$ cat src/rtl/ieee754_div.sv
// Multi-cycle IEEE-754 single-precision divider (restoring division, fixed 28-cycle latency).
// Define IEEE754_DIV_ROUND_EN for round-to-nearest-even; otherwise the quotient is truncated.
module ieee754_div (
    input  logic        clk,
    input  logic        rst,
    input  logic        start,
    input  logic [31:0] a,
    input  logic [31:0] b,
    output logic [31:0] result,
    output logic        busy,
    output logic        done,
    output logic        div_zero
);
    typedef enum logic [1:0] {IDLE, CALC, NORM, DONE} state_t;

    state_t      state_q, state_d;
    logic [31:0] a_q, a_d, b_q, b_d;
    logic [24:0] rem_q, rem_d;
    logic [25:0] quo_q, quo_d;
    logic [4:0]  cnt_q, cnt_d;
    logic [9:0]  exp_q, exp_d;
    logic [31:0] result_q, result_d;
    logic        busy_q, busy_d, done_q, done_d, div_zero_q, div_zero_d;

    logic        sign, a_nan, b_nan, a_inf, b_inf, a_zero, b_zero;
    logic [25:0] diff;
    logic        ge, round_inc;
    logic [23:0] mant_r;
    logic [9:0]  exp_r;

    // Denormal operands carry a zero exponent and are deliberately treated as zero.
    always_comb begin
        sign   = a_q[31] ^ b_q[31];
        a_nan  = (a_q[30:23] == 8'hFF) && (a_q[22:0] != 23'd0);
        b_nan  = (b_q[30:23] == 8'hFF) && (b_q[22:0] != 23'd0);
        a_inf  = (a_q[30:23] == 8'hFF) && (a_q[22:0] == 23'd0);
        b_inf  = (b_q[30:23] == 8'hFF) && (b_q[22:0] == 23'd0);
        a_zero = (a_q[30:23] == 8'h00);
        b_zero = (b_q[30:23] == 8'h00);
        diff   = {1'b0, rem_q} - {2'b00, 1'b1, b_q[22:0]};
        ge     = ~diff[25];
    end

    always_comb begin
`ifdef IEEE754_DIV_ROUND_EN
        logic guard, sticky;
        guard     = quo_q[1];
        sticky    = quo_q[0] | (|rem_q);
        round_inc = guard & (sticky | quo_q[2]);
`else
        round_inc = 1'b0;
`endif
        // A carry into bit 23 means the significand rounded up to 2.0.
        mant_r = {1'b0, quo_q[24:2]} + {23'd0, round_inc};
        exp_r  = mant_r[23] ? exp_q + 10'd1 : exp_q;
    end

    always_comb begin
        state_d    = state_q;
        a_d        = a_q;
        b_d        = b_q;
        rem_d      = rem_q;
        quo_d      = quo_q;
        cnt_d      = cnt_q;
        exp_d      = exp_q;
        result_d   = result_q;
        busy_d     = busy_q;
        done_d     = 1'b0;
        div_zero_d = div_zero_q;
        case (state_q)
            IDLE: begin
                if (start) begin
                    a_d     = a;
                    b_d     = b;
                    rem_d   = {2'b01, a[22:0]};
                    quo_d   = 26'd0;
                    cnt_d   = 5'd0;
                    exp_d   = {2'b00, a[30:23]} - {2'b00, b[30:23]} + 10'd127;
                    busy_d  = 1'b1;
                    state_d = CALC;
                end
            end
            CALC: begin
                quo_d = {quo_q[24:0], ge};
                rem_d = ge ? {diff[23:0], 1'b0} : {rem_q[23:0], 1'b0};
                cnt_d = cnt_q + 5'd1;
                if (cnt_q == 5'd25) state_d = NORM;
            end
            NORM: begin
                if (!quo_q[25]) begin
                    quo_d = {quo_q[24:0], 1'b0};
                    exp_d = exp_q - 10'd1;
                end
                state_d = DONE;
            end
            DONE: begin
                div_zero_d = 1'b0;
                if (a_nan || b_nan || (a_zero && b_zero) || (a_inf && b_inf))
                    result_d = 32'h7FC00000;
                else if (a_inf)
                    result_d = {sign, 8'hFF, 23'd0};
                else if (b_inf)
                    result_d = {sign, 31'd0};
                else if (b_zero) begin
                    result_d   = {sign, 8'hFF, 23'd0};
                    div_zero_d = 1'b1;
                end else if (a_zero)
                    result_d = {sign, 31'd0};
                else if ($signed(exp_r) >= 10'sd255)
                    result_d = {sign, 8'hFF, 23'd0};
                else if ($signed(exp_r) <= 10'sd0)
                    result_d = {sign, 31'd0};
                else
                    result_d = {sign, exp_r[7:0], mant_r[22:0]};
                done_d  = 1'b1;
                busy_d  = 1'b0;
                state_d = IDLE;
            end
            default: state_d = IDLE;
        endcase
    end

    always_ff @(posedge clk or posedge rst) begin
        if (rst) begin
            state_q    <= IDLE;
            a_q        <= 32'd0;
            b_q        <= 32'd0;
            rem_q      <= 25'd0;
            quo_q      <= 26'd0;
            cnt_q      <= 5'd0;
            exp_q      <= 10'd0;
            result_q   <= 32'd0;
            busy_q     <= 1'b0;
            done_q     <= 1'b0;
            div_zero_q <= 1'b0;
        end else begin
            state_q    <= state_d;
            a_q        <= a_d;
            b_q        <= b_d;
            rem_q      <= rem_d;
            quo_q      <= quo_d;
            cnt_q      <= cnt_d;
            exp_q      <= exp_d;
            result_q   <= result_d;
            busy_q     <= busy_d;
            done_q     <= done_d;
            div_zero_q <= div_zero_d;
        end
    end

    assign result   = result_q;
    assign busy     = busy_q;
    assign done     = done_q;
    assign div_zero = div_zero_q;
endmodule

$ cat config.mk
export PLATFORM = sky130hd
export DESIGN_NAME = ieee754_div
export DESIGN_NICKNAME = d
export VERILOG_FILES = /design/src/rtl/ieee754_div.sv
export SDC_FILE = /design/constraint.sdc
export NUM_CORES = 1
export LEC_CHECK = 0
export CAP_MARGIN = 20
export CELL_PAD_IN_SITES_DETAIL_PLACEMENT = 0
export CELL_PAD_IN_SITES_GLOBAL_PLACEMENT = 2
export CORE_ASPECT_RATIO = 1.25
export CORE_UTILIZATION = 35
export CTS_CLUSTER_DIAMETER = 200
export DETAILED_ROUTE_END_ITERATION = 12
export PLACE_DENSITY = 0.88
export SYNTH_ARGS = -nofsm -noshare
export SYNTH_HDL_FRONTEND = slang
export SYNTH_SLANG_ARGS = --single-unit
export TNS_END_PERCENT = 1
$ cat constraint.sdc
create_clock -name clk -period 8.02 [get_ports clk]
set_clock_uncertainty 0.15 [all_clocks]
set_input_delay 2.005 -clock clk [delete_from_list [all_inputs] [get_ports clk]]
set_output_delay 2.005 -clock clk [all_outputs]
set_load 0.005 [all_outputs]
* Word-level counts from Yosys, hierarchy flattened *
Cells that the tools add are included.

word-level totals
  word-level logic and storage cells = 85
  register bits = 167

operators by class
  bitwise gates (word level) = 2
  eq/ne operators = 9
  mux-type cells = 28
  order comparisons = 2
  reductions and logical operators = 27
  add/subtract/negate cells = 5

operators by type and width
  cell                                                                               number
  31-bit two-way mux                                                                 6
  26-bit one-hot mux with 3 select lines                                             1
  26-bit two-way mux                                                                 2
  25-bit two-way mux                                                                 2
  25-bit one-hot mux with 2 select lines                                             1
  23-bit logical NOT                                                                 2
  23-bit nonzero test                                                                2
  32-bit two-way mux                                                                 1
  25-bit by 24-bit subtractor with 26-bit output                                     1
  10-bit two-way mux                                                                 2
  10-bit one-hot mux with 2 select lines                                             1
  8-bit == test, second input constant                                               2
  8-bit logical NOT                                                                  2
  9-bit by 8-bit adder with 10-bit output, second input constant                     1
  10-bit by 9-bit >= comparator with 1-bit output, second input constant             1
  10-bit by 1-bit less-or-equal comparator with 1-bit output, second input constant  1
  5-bit one-hot mux with 2 select lines                                              1
  2-bit AND reduction                                                                5
  10-bit by 1-bit subtractor with 10-bit output, second input constant               1
  8-bit by 8-bit subtractor with 9-bit output                                        1
  2-bit one-hot mux with 4 select lines                                              1
  1-bit logical AND                                                                  6
  1-bit two-way mux                                                                  6
  2-bit inequality test, second input constant                                       3
  14 further kinds                                                                   21

* Logic depth before layout (Yosys ltp) *
  word-level depth = 8
  mapped depth = 12
  gate-level depth less buffers = 12

* Worst setup path after synthesis *
OpenSTA, ideal clock, no wires.

  path kind = input port to flip-flop
  start = input port b[24]
  end = register exp_q[8]
  slack = 3848 ps
  buffers on the path = 0
  cell stages on the path = 10
  data required time = 7750 ps
  arrival = 3901 ps
  path through = inv_1 -> ha_1 -> nor2b_4 -> o21ai_2 -> a21boi_4 -> o41ai_4 -> xnor2_1 -> and2_4 -> or3b_1 -> a41o_1

between the ends
  word-level cells in the longest chain between the ends = 4

RTL lines
  element                                      line  RTL
  start: declaration                           8     input logic [31:0] b,
  8-bit by 8-bit subtractor with 9-bit output  78    exp_d = {2'b00, a[30:23]} - {2'b00, b[30:23]} + 10'd127;
  9-bit by 8-bit adder with 10-bit output      78
  10-bit two-way mux                           72    if (start) begin
  10-bit one-hot mux with 2 select lines       70    case (state_q)
  end signal: assignment                       143   exp_q <= exp_d;
  end: declaration                             21    logic [9:0] exp_q, exp_d;

No other way between the ends. The select of a mux whose other input is x is not followed.
A chain may end at the register's enable or synchronous reset.

* Worst setup path after layout *
  start = input port b[24]
  end = register exp_q[9]

The elaborated chain is that of the path after synthesis.

==> results <==
- The run finished with clean final reports.
- In this run, post-CTS repair resized a total of 0 instances.
- After detailed placement, the total cell area comes to 0.0105 mm².
- The endpoint arrival time on the critical path is 4.57 ns.
- The switching power is 0.00206 W.
- TritonCTS built the clock tree.
- The total setup buffers inserted after CTS is 0.
- The post-synthesis simple-gate area fraction is 0.122.
- The routed design could run at a clock period as short as 4.39 ns.
- The area growth from synthesis to layout is 20.7%.
- The clock latency of the later-clocked register in the worst-skew pair is 0.43 ns.
- For this run, asynchronously set or reset flops after synthesis account for 1.00.
- The share of total power dissipated in the clock network is 0.172.
- 102 I/O pins were placed.
- The tree built by TritonCTS fans out to 167 sinks.
- The H-tree depth is 4.
- The number of antenna violations at the first check in global routing came to 0.
- The dominant combinational cell family by area after synthesis is compound AO/OA/AOI/OAI gates.
- The switching share of total power is 0.440.
- The dominant register cell in the synthesized netlist is dfrtp_1.
- The initialized floorplan defines 65 standard-cell rows.
- The count of nets left with antenna violations once routing finished came out at 0.
- The core footprint is 0.0255 mm².
- The final RePlAce weighted congestion is 0.835.
- The via count of the first global-routing pass came to 7199.
- The wire length per cell is 16.8 µm.
- Summed over all cells, the static leakage comes to 4.84 nW.
- The total of warnings raised by yosys is 0.
- The count of TritonRoute iterations in the first routing pass is 4.
- Setup repair after global routing left no endpoint under its margin.
- The critical path startpoint category is a primary input.
- Summed over all nets, the half-perimeter wirelength after detailed placement is 16.4 mm.
- The CTS clock-pin slew for the worst setup and hold paths is 0.07 ns.
- After synthesis, the most frequently instantiated cells are dfrtp_1, a21oi_1, nor2_1.
- The critical path goes through clkdlybuf4s50_1 -> inv_1 -> ha_1 -> nor2b_4 -> o21ai_2 -> nor3b_1 -> o211ai_1 -> a21oi_1 -> nand2_1 -> a211o_1 -> a221oi_1.
- After technology mapping, the gate count stands at 913.
- The critical path data required time is 8.19 ns.
- The final design area excluding fillers is 0.0111 mm².
- The number of vias in the routed layout is 7147.
- Dividing the final minimum period by the clock period gives 0.548.
- After synthesis, the mean cell area works out to 10.1 µm².
- The worst setup path is captured at a register.
- The initial core utilization is 0.360.
- Of the total synthesized cell area, the portion taken by full adders, half adders and majority gates is 0.0593.
- The die footprint is 0.0269 mm².
- At the pin with the least slew margin, the transition time is 1.02 ns.
- The internal portion of total power is 0.00263 W.
- In this run, synthesis inferred 0 flip-flops with an integrated enable.
- The post-synthesis compound-gate area fraction is 0.213.
- Yosys attributes the largest share of cell area to dfrtp_1, mux2_2, ha_1.
- The share of the Yosys chip area taken by registers is 0.454.
- Using the TritonRoute via totals, the vias-per-cell ratio works out to 5.31.
- In this run the worst path has a maximum fanout of 5.
- The worst register-to-register path has a depth of 8.
- The final layout contains routed wiring with a total length of 22.7 mm.
- Setup violations remaining at the end of the flow were counted as 0.
- The post-synthesis net count is 1023.
- The library cell contributing the largest single delay on the critical path is clkdlybuf4s50_1.
- The hold path depth is 2.
- After synthesis the netlist holds a flip-flop and latch count of 167.
- The total standard cell area after synthesis is 0.00920 mm².
- The completed layout was analyzed and its total power is 0.00470 W.
- Summed over all failing endpoints, the final setup total negative slack is 0 ns.
- In this run the tightest slew margin relative to its limit is 0.322.
- The die is 147 µm wide.
- In the post-synthesis netlist, the cell with the most instances is dfrtp_1.
- The area share of xor/xnor cells in the synthesized design is 0.0286.
- Once layout is complete, the utilization of the core stands at 0.435.
- The final count of hold timing violations came to 0.
- Of the cells placed in the final design, the portion with a size suffix greater than 1 is 0.116.
- Global routing finished with a remaining overflow of 0.
- The power per cell area is 423 mW/mm².
- For this run, the total global-route usage over all layers was measured as 0.178.
- The worst voltage drop across the vdd grid is 0.174 mV.
- The delay of the slowest cell on the worst path is 0.45 ns.
- Of the total power, registers draw 0.299.
- By startpoint and endpoint, the worst setup path is classified as primary input to register.
- The final number of max-transition violations is 0.
- In this run the tool buffered the top-level ports with 101 buffer cells.
- Of all cell types, the one taking the most synthesized area is dfrtp_1.
- The count of cell types in the netlist is 73.
- The portion of netlist area occupied by mux cells is 0.0827.
- Timing would allow up to 228 MHz.
- The portion of synthesized cell area occupied by the leading cell type is 0.454.
- The net count of the finished layout is 1108.
- The number of fill cells is 2501.
- From bottom edge to top edge, the die measures 183 µm.
- The path class of the tightest hold or removal check is register to register.
- The first global-routing pass estimated 38.2 mm of wire.
- The number of antenna diodes in the final layout is 0.
- Clock tree synthesis inserted a total of 17 buffers.
- The post-route DRC violation count is 0.
- After the first detailed-routing iteration, the DRC count stood at 331.
- The clock passes through at most 2 buffers.
- The count of hold-fix buffers inserted at cts is 0.
- The clock root buffer master is clkbuf_16.
- Entering global routing, the biggest net connects 79 pins.
- Final hold analysis gives a worst-case slack of 0.334 ns.
- The number of max-capacitance violations reported is 0.
- The power share of the combinational group is 0.529.
-- cell usage in the layout, fill, tap and decap left out, drive strengths merged, types with 6 or more instances in the layout --
cell type      instances
o21ai                 62
buf                    7
o22ai                  8
a21oi                 67
xor2                  11
nand2                 59
clkdlybuf4s50        101
clkbuf                17
o211ai                 9
nor4                  18
a21o                  16
o21a                   9
o31ai                  6
ha                    42
nand4                 11
nand3                 15
a22o                  51
mux2                  56
mux2i                 13
and3                  12
xnor2                 19
nor2                  61
inv                   63
nor3                  21
dfrtp                167
a31oi                 12
nor2b                  6
-- power by group through the flow --
stage,Clock [W],Combinational (W),Sequential [W]
final,0.000808,0.00248,0.00140
after global routing,0.000865,0.00279,0.00145
after CTS,0.000830,0.00250,0.00140
after detailed placement,0,0.00249,0.00142
after global placement,0,0.00247,0.00141
after floorplan,0,0.00192,0.00134
-- path summary, 6_finish.rpt --
check                           start   endpoint  slack (ns)
min in group asynchronous         rst    b_q[24]        1.82
max in group asynchronous         rst    a_q[29]        4.66
hold / removal               quo_q[0]   quo_q[0]        0.33
hold reg to reg              quo_q[0]   quo_q[0]        0.33
setup reg to reg           state_q[1]  rem_q[24]        4.42
setup / recovery                b[24]   exp_q[9]        3.63
-- flip-flops by register name, summed over array words and instances (netlist names) --
| register | cells |
|---|---|
| a_q | 32 |
| b_q | 32 |
| busy | 1 |
| cnt_q | 5 |
| div_zero | 1 |
| done | 1 |
| exp_q | 10 |
| quo_q | 26 |
| rem_q | 25 |
| result | 32 |
| state_q | 2 |
-- stage by stage --
stage	std cells	setup slack (ns)
final	1346	3.63
after global routing	1346	3.41
after CTS	1346	3.67
after detailed placement	1314	3.21
after global placement	1314	3.24
after floorplan	913	1.35
-- per-layer routing --
layer / GRT usage / routed length (µm) / vias to the layer above
met5: 0 / 0 / -
met4: 0.0425 / 257 / 0
met3: 0.0249 / 509 / 19
met2: 0.317 / 11600 / 111
met1: 0.226 / 10300 / 3479
li1: - / - / 3538
-- cells by family after synthesis --
family | count (synthesis)
flops | 167
fa+ha+maj | 43
buf+inv | 94
simple gates | 229
xor+xnor | 30
mux | 69
compound gates | 281
-- layout make-up --
type | count | area [µm²] | area share
inverters | 52 | 200 | 0.0180
flip-flops and latches | 167 | 4180 | 0.377
multi-input cells | 652 | 4670 | 0.421
clock inverters | 15 | 143 | 0.0129
repair buffers | 108 | 1060 | 0.0958
clock buffers | 17 | 425 | 0.0383
well taps | 335 | 419 | 0.0378
-- critical path, delay by kind of cell --
kind	cells	cell delay, ns
adder cells (fa/ha/maj)	1	0.34
AND/OR/NAND/NOR	3	0.57
AO/OA/AOI/OAI	5	1.16
buffers and inverters	2	0.50
Note: power is estimated with default switching activity, not from simulation.
